`config.mk`:
```
export PLATFORM = sky130hd
export DESIGN_NAME = dat_rx_m_n
export DESIGN_NICKNAME = d
export VERILOG_FILES = /design/src/rtl/dat_pkg.sv /design/src/rtl/dat_rx_m_n_crc16_lane.sv /design/src/rtl/dat_rx_m_n.sv
export SDC_FILE = /design/constraint.sdc
export NUM_CORES = 1
export LEC_CHECK = 0
export ABC_CLOCK_PERIOD_IN_PS = 2100
export CORE_ASPECT_RATIO = 1.1
export CORE_MARGIN = 8
export CORE_UTILIZATION = 57
export DETAILED_ROUTE_END_ITERATION = 16
export PLACE_DENSITY = 0.79
export SLEW_MARGIN = 25
export SYNTH_ARGS = -nofsm -noshare
export SYNTH_HDL_FRONTEND = slang
export SYNTH_SLANG_ARGS = --single-unit
export TNS_END_PERCENT = 20
```
`constraint.sdc`:
```
create_clock -name sd_clock -period 2.1 [get_ports sd_clock]
set_input_delay 0.63 -clock sd_clock [delete_from_list [all_inputs] [get_ports sd_clock]]
set_output_delay 0.63 -clock sd_clock [all_outputs]
set_load 0.1 [all_outputs]
```
`src/rtl/dat_pkg.sv`:
```
// Shared definitions for the SD DAT-line receive path.
// Provides the CRC16 polynomial and width, the receiver FSM state
// encodings, the default bus/word widths and a single-bit CRC16 step.
package dat_pkg;

  localparam int              CRC_W    = 16;
  localparam logic [CRC_W-1:0] CRC_POLY = 16'h1021;

  localparam int N_DEF = 32;
  localparam int M_DEF = 4;

  localparam logic [2:0] ST_IDLE       = 3'd0;
  localparam logic [2:0] ST_WAIT_START = 3'd1;
  localparam logic [2:0] ST_DATA       = 3'd2;
  localparam logic [2:0] ST_CRC        = 3'd3;
  localparam logic [2:0] ST_END        = 3'd4;

  // One serial CRC16 step: the incoming bit is folded in at the MSB end.
  function automatic logic [CRC_W-1:0] crc16_step(input logic [CRC_W-1:0] crc,
                                                  input logic             d);
    logic fb;
    fb = d ^ crc[CRC_W-1];
    return {crc[CRC_W-2:0], 1'b0} ^ (fb ? CRC_POLY : '0);
  endfunction

endpackage

```
`src/rtl/dat_rx_m_n_crc16_lane.sv`:
```
// Serial CRC16 (x^16+x^12+x^5+1, init 0) for one DAT lane.
// Ports:
//   sd_clock  clock
//   reset     synchronous, active-high; clears the register
//   clear     zero the register (block arm)
//   enable    fold d into the CRC (data phase)
//   shift     shift the register left, zero fill (CRC compare phase)
//   d         lane data bit
//   crc_msb   current MSB, the next CRC bit expected on the line
module crc16_lane
  import dat_pkg::*;
(
  input  logic sd_clock,
  input  logic reset,
  input  logic clear,
  input  logic enable,
  input  logic shift,
  input  logic d,
  output logic crc_msb
);

  logic [CRC_W-1:0] crc;

  always_ff @(posedge sd_clock) begin
    if (reset || clear) begin
      crc <= '0;
    end else if (enable) begin
      crc <= crc16_step(crc, d);
    end else if (shift) begin
      // Received CRC bits are only compared, never folded back in.
      crc <= {crc[CRC_W-2:0], 1'b0};
    end
  end

  assign crc_msb = crc[CRC_W-1];

endmodule

```
`src/rtl/dat_rx_m_n.sv`:
```
// SD DAT-line receiver: waits for an all-lanes-low start bit, deserialises
// m lanes per clock into n-bit words (MSB first), then checks one CRC16 per
// lane and the all-ones end bit after block_words words.
// Ports:
//   sd_clock    clock, posedge
//   reset       synchronous, active-high
//   enable      arm one block; sampled only in IDLE
//   p_m         DAT lanes, bit i = DAT[i]
//   p_n         assembled word, holds until the next word
//   word_valid  one-cycle pulse with each new p_n
//   complete    one-cycle pulse at the end of the block
//   crc_error   sticky per block, any lane CRC mismatch
//   end_error   sticky per block, end bit not all ones
//   timeout     one-cycle pulse, no start bit in time
//   busy        high in every state except IDLE
module dat_rx_m_n
  import dat_pkg::*;
#(
  parameter int n              = N_DEF,
  parameter int m              = M_DEF,
  parameter int block_words    = 128,
  parameter int timeout_cycles = 1024
) (
  input  logic         sd_clock,
  input  logic         reset,
  input  logic         enable,
  input  logic [m-1:0] p_m,
  output logic [n-1:0] p_n,
  output logic         word_valid,
  output logic         complete,
  output logic         crc_error,
  output logic         end_error,
  output logic         timeout,
  output logic         busy
);

  localparam int NIBS = n / m;
  localparam int NW   = (NIBS > 1) ? $clog2(NIBS) : 1;
  localparam int WW   = $clog2(block_words + 1);
  localparam int TW   = (timeout_cycles > 1) ? $clog2(timeout_cycles) : 1;

  localparam logic [NW-1:0] NIB_LAST  = NW'(NIBS - 1);
  localparam logic [WW-1:0] WORD_LAST = WW'(block_words - 1);
  localparam logic [TW-1:0] T_LAST    = TW'(timeout_cycles - 1);

  logic [2:0]    state;
  logic [NW-1:0] nib_cnt;
  logic [WW-1:0] word_cnt;
  logic [TW-1:0] t_cnt;
  logic [3:0]    crc_cnt;
  logic [n-m-1:0] shreg;
  logic [m-1:0]  lane_msb;
  logic          arm;
  logic          crc_bad;

  assign arm     = (state == ST_IDLE) && enable;
  assign busy    = (state != ST_IDLE);
  assign crc_bad = |(p_m ^ lane_msb);

  for (genvar i = 0; i < m; i++) begin : g_lane
    crc16_lane u_crc (
      .sd_clock (sd_clock),
      .reset    (reset),
      .clear    (arm),
      .enable   (state == ST_DATA),
      .shift    (state == ST_CRC),
      .d        (p_m[i]),
      .crc_msb  (lane_msb[i])
    );
  end

  // Capture stage: the newest nibble is not stored here; it is joined
  // directly into p_n on the word-final cycle.
  always_ff @(posedge sd_clock) begin
    if (state == ST_DATA) begin
      shreg <= {shreg[n-2*m-1:0], p_m};
    end
  end

  // Control and word-output stage.
  always_ff @(posedge sd_clock) begin
    if (reset) begin
      state      <= ST_IDLE;
      p_n        <= '0;
      word_valid <= 1'b0;
      complete   <= 1'b0;
      crc_error  <= 1'b0;
      end_error  <= 1'b0;
      timeout    <= 1'b0;
      nib_cnt    <= '0;
      word_cnt   <= '0;
      t_cnt      <= '0;
      crc_cnt    <= '0;
    end else begin
      word_valid <= 1'b0;
      complete   <= 1'b0;
      timeout    <= 1'b0;
      case (state)
        ST_IDLE: begin
          if (enable) begin
            state     <= ST_WAIT_START;
            crc_error <= 1'b0;
            end_error <= 1'b0;
            t_cnt     <= '0;
            word_cnt  <= '0;
            nib_cnt   <= '0;
          end
        end
        ST_WAIT_START: begin
          // Only all lanes low is a start bit; a partial low keeps counting.
          if (p_m == '0) begin
            state   <= ST_DATA;
            nib_cnt <= '0;
          end else if (t_cnt == T_LAST) begin
            timeout <= 1'b1;
            state   <= ST_IDLE;
          end else begin
            t_cnt <= t_cnt + 1'b1;
          end
        end
        ST_DATA: begin
          if (nib_cnt == NIB_LAST) begin
            p_n        <= {shreg, p_m};
            word_valid <= 1'b1;
            nib_cnt    <= '0;
            word_cnt   <= word_cnt + 1'b1;
            if (word_cnt == WORD_LAST) begin
              state   <= ST_CRC;
              crc_cnt <= '0;
            end
          end else begin
            nib_cnt <= nib_cnt + 1'b1;
          end
        end
        ST_CRC: begin
          if (crc_bad) begin
            crc_error <= 1'b1;
          end
          if (crc_cnt == 4'd15) begin
            state <= ST_END;
          end else begin
            crc_cnt <= crc_cnt + 1'b1;
          end
        end
        ST_END: begin
          if (p_m != '1) begin
            end_error <= 1'b1;
          end
          complete <= 1'b1;
          state    <= ST_IDLE;
        end
        default: state <= ST_IDLE;
      endcase
    end
  end

endmodule

```
Word-level counts from Yosys, hierarchy flattened:

Cells that the tools add are included.

* bits in registers: 157
* input bits: 7
* output and inout bits: 38
* word-level logic and storage cells: 115

* add/sub/neg operators: 4
* eq/ne operators: 20
* mux-type cells: 42
* bitwise gates (word level): 11
* reductions and logical operators: 22

Operator list (number)
* $mux W16: 8
* $xor A16 B16 Y16: 4
* $mux W13: 4
* $mux W10: 3
* $mux W3: 9
* $ne A2 B2 Y1 const B: 10
* $pmux W10 S2: 1
* $mux W8: 2
* $pmux W8 S2: 1
* $mux W4: 3
* $pmux W3 S4: 1
* $reduce_and A3 Y1: 4
* $add A10 B1 Y10 const B: 1
* $eq A10 B10 Y1 const B: 1
* $reduce_bool A2 Y1: 5
* $pmux W3 S3: 1
* $add A8 B1 Y8 const B: 1
* $eq A8 B7 Y1 const B: 1
* $pmux W4 S2: 1
* $reduce_and A4 Y1: 2
* $eq A3 B2 Y1 const B: 2
* $eq A3 B3 Y1 const B: 2
* $mux W1: 6
* $reduce_bool A3 Y1: 2
* 19 further kinds: 24

Depth between registers and ports, before layout:

* word-level depth: 4
* mapped depth: 7
* mapped depth without buffers: 6

Modules after synthesis:

Synthesis repeated with hierarchy kept, for this count alone.

* cells, all modules: 643
* area total of the unflattened synthesis: 6085.8 um^2

By module, submodules not included
* dat_rx_m_n: instances 1, cells each 351, area each 3593.4 um^2, sequential area each 2142.1 um^2
* crc16_lane: instances 4, cells each 73, area each 623.1 um^2, sequential area each 320.3 um^2

Least setup slack after synthesis:

Ideal clock, no wire load.

* path type: flip-flop to output port
* start: register state[2]
* end: output port busy
* data arrival time: 1.371 ns
* required time: 1.470 ns
* slack: 0.099 ns
* stages on the path, launching flop included: 3
* path buffers: 1
* path through: dfxtp_1 -> clkbuf_1 -> or3_1

* longest elaborated chain between the ends: 1

RTL lines
* from (decl): RTL line dat_rx_m_n.sv:46 `logic [2:0] state;`
* from (signal assigned): RTL line dat_rx_m_n.sv:83 `state <= ST_IDLE;`
* from (signal assigned): RTL line dat_rx_m_n.sv:101 `state <= ST_WAIT_START;`
* from (signal assigned): RTL line dat_rx_m_n.sv:112 `state <= ST_DATA;`
* $reduce_bool A3 Y1: RTL line dat_rx_m_n.sv:57 `assign busy = (state != ST_IDLE);`
* to (decl): RTL line dat_rx_m_n.sv:34 `output logic busy`

Every way passes these cells.

Worst setup path in the final report:

Ends and elaborated chain as after synthesis.

==> summary.md <==
| Metric | Value |
|---|---|
| Status | `completed` |
| Skew final | `0.00742 ns` |
| Skew-Pair Late Insertion Delay | `0.42 ns` |
| Final HPWL DP | `8.31 mm` |
| Worst hold stages | `0` |
| H-tree Lvls | `4` |
| Fmax | `488 MHz` |
| Min setup slack post-route | `0.0500 ns` |
| Slew of the pin with the lowest slew margin | `0.457 ns` |
| DR vias | `4735` |
| Core Area | `10200 um2` |
| EDFF count, synth | `28` |
| Syn_area_per_cell | `9.19 um2` |
| Pwr Density | `913 nW/um2` |
| Area grow syn2layout | `27.7%` |
| Final hold slack | `0.443 ns` |
| Vias in the first global route | `4687` |
| Slew headroom | `0.691` |
| Worst Hold Class | `register to register` |
| Synth unique cells | `54` |
| Largest net degree at the start of global routing | `71` |
| Die Width | `113 um` |
| Setup TNS | `0 ns` |
| Worst-case reg-to-reg path depth | `5` |
| Tcrit/Tclk final | `0.976` |
| Routed Antenna Nets | `0` |
| Worst slack, placed | `-0.310 ns` |
| Routability cong. | `0.817` |
| Final Hold Fails | `0` |
| Int Power | `0.00512 W` |
| Antenna Cells | `0` |
| Initial antenna violation count | `0` |
| Chip height | `123 um` |
| Initial core utilization | `0.576` |
| Final net count | `705` |
| Clock power share | `0.423` |
| Inserted Clock Buffers | `17` |
| Buffer levels on the longest clock path | `2` |
| Pre-Repair DR Iteration Count | `7` |
| Crit start category | `register` |
| MaxCap Viol Count | `0` |
| Synth top area share | `0.438` |
| Crit path time final | `2.05 ns` |
| RSZ-0062 raised after global routing | `no` |
| Synth top area cells | `dfxtp_1 (44%), edfxtp_1 (14%), nand2_1 (12%)` |
| Register area | `3430 um2` |
| Peak supply drop | `618 uV` |
| Count of final max-slew check failures | `0` |
| Combinational Power Share | `0.103` |
| Layout cells sized above 1 | `0.161` |
| Switching Fraction | `0.255` |
| Number of synthesis warnings | `0` |
| Fillers | `709` |
| Crit. End Element | `output port` |
| Setup Viol. Count Final | `0` |
| Max Fanout on Critical Path | `16` |
| Worst EP arrival | `1.42 ns` |
| Seq/Total Area, Yosys | `0.580` |
| Clock root buffer | `clkbuf_16` |
| Port-buffer cells | `44` |
| Worst EP required | `1.47 ns` |
| Top FF cell, synth | `dfxtp_1` |
| WL/cell | `16.0 um` |
| Vias per Instance | `5.71` |
| Core Rows | `39` |
| Global-route wire length before repair | `22.6 mm` |
| P_sw | `0.00175 W` |
| # hold bufs at CTS | `0` |
| CTS tree | `done` |
| Part of the power in registers | `0.474` |
| Detailed-route DRC error count | `0` |
| Number of DRC markers in iteration 0 | `388` |
| WS Path Type | `register to output port` |
| GRT Total Usage | `0.202` |
| Leading area contributor after synthesis | `dfxtp_1` |
| Synth Cell Area | `5900 um2` |
| Syn Nets | `654` |
| Area of the multi-input gates | `2290 um2` |
| Asr flop ratio synth | `0` |
| FF+latch count, synth | `157` |
| Boundary Pins | `45` |
| Routed WL | `13.2 mm` |
| Total global routing overflow | `0` |
| Full die area | `13900 um2` |
| Clock sink total | `157` |
| Post-synthesis instance total | `642` |
| Clock-pin slew on the worst setup and hold paths | `0.06 ns` |
| P_leak | `2.56 nW` |
==> power groups by stage <==
| stage | Sequential [W] | Combinational, W | Clock, W |
|---|---|---|---|
| after floorplan | 0.00330 | 0.000452 | 0 |
| after global placement | 0.00331 | 0.000674 | 0 |
| after detailed placement | 0.00332 | 0.000693 | 0 |
| after CTS | 0.00326 | 0.000707 | 0.00296 |
| after global routing | 0.00327 | 0.000770 | 0.00310 |
| final | 0.00326 | 0.000708 | 0.00291 |
==> layout by cell type (no fill, tap or decap), drive strengths merged, types with 3 or more instances in the layout <==
master	instances
clkinv	5
a2bb2oi	3
or4	8
nand2	186
o21ai	7
nand3	10
nor2b	3
and3	4
xor2	8
dfxtp	129
nor2	15
inv	8
o31ai	8
and2	6
clkbuf	22
nor3	4
mux2i	6
edfxtp	28
or3	6
a31oi	3
a21oi	118
buf	70
clkdlybuf4s50	5
ha	5
nand4	6
==> cell usage after synthesis (4+ instances only) <==
master	count
o21ai_0	6
dfxtp_1	129
xor2_1	8
buf_2	17
o31ai_1	8
edfxtp_1	28
nor2_1	14
nand3_1	10
nand4_1	6
ha_1	5
a21oi_1	118
and2_1	6
or3_1	6
buf_1	7
nor3_1	4
clkbuf_1	16
mux2i_1	6
or4_1	8
nand2_1	185
and3_1	4
==> state kept, by name, summed over array words and instances, names as in the netlist <==
| name | flops |
|---|---|
| t_cnt | 10 |
| word_valid | 1 |
| crc_cnt | 4 |
| end_error | 1 |
| crc_error | 1 |
| complete | 1 |
| state | 3 |
| shreg | 28 |
| word_cnt | 8 |
| p_n | 32 |
| nib_cnt | 3 |
| timeout | 1 |
| g_lane.u_crc.crc | 64 |
==> final cells by class <==
| type | count | share of cell area |
|---|---|---|
| Tap cell | 123 | 0.0204 |
| Multi-Input combinational cell | 438 | 0.304 |
| Inverter | 4 | 0.00199 |
| Sequential cell | 157 | 0.455 |
| Clock inverter | 10 | 0.0101 |
| Clock buffer | 22 | 0.0660 |
| Timing Repair Buffer | 75 | 0.143 |
==> worst max-delay path, cell delays in order, from the launching register on <==
cell	delay [ns]
dfxtp_4	0.40
or3_4	0.42
buf_12	0.18
==> per-stage QoR <==
| stage | area [um2] | total power, W | utilization | std cells |
|---|---|---|---|---|
| 6_report | 7530 | 0.00687 | 0.735 | 829 |
| 5_1_grt | 7530 | 0.00714 | 0.735 | 829 |
| 4_1_cts | 7520 | 0.00692 | 0.734 | 829 |
| 3_5_place_dp | 6940 | 0.00401 | 0.678 | 797 |
| 3_3_place_gp | 6940 | 0.00398 | 0.678 | 797 |
| 2_1_floorplan | 5900 | 0.00375 | - | 642 |
==> layer usage <==
metal | track usage | vias up | part of all wire
met5 | 0 | - | 0
met4 | 0.0733 | 0 | 0.015
met3 | 0.0630 | 22 | 0.053
met2 | 0.349 | 132 | 0.52
met1 | 0.234 | 2272 | 0.42
li1 | - | 2309 | -
==> worst paths after layout <==
path	startpoint	endpoint	slack [ns]
max	state[2]	busy	0.05
min	shreg[5]	shreg[9]	0.44
max reg2reg	t_cnt[0]	state[1]	0.19
min reg2reg	shreg[5]	shreg[9]	0.44
==> cell families (layout without fill, tap and decap cells) <==
kind of cell,after synthesis,after routing,share of synthesized area
xor gates and xnor gates,10,10,0.0149
and+or+nand+nor,265,265,0.203
adders and majority gates,5,5,0.0106
muxes,6,6,0.0102
buffers and inverters,47,111,0.0354
DFF,157,157,0.580
AOI/OAI and AO/OA,152,152,0.146
==> repair_timing <==
| action | in CTS | in global routing |
|---|---|---|
| pin swaps | 0 | 0 |
| endpoints found under the hold margin | 0 | 0 |
| gates cloned | 0 | 0 |
| endpoints found under the setup margin | 2 | 2 |
| resized for setup | 3 | 3 |
| setup buffers | 0 | 0 |
Note: power is estimated with default switching activity, not from simulation.
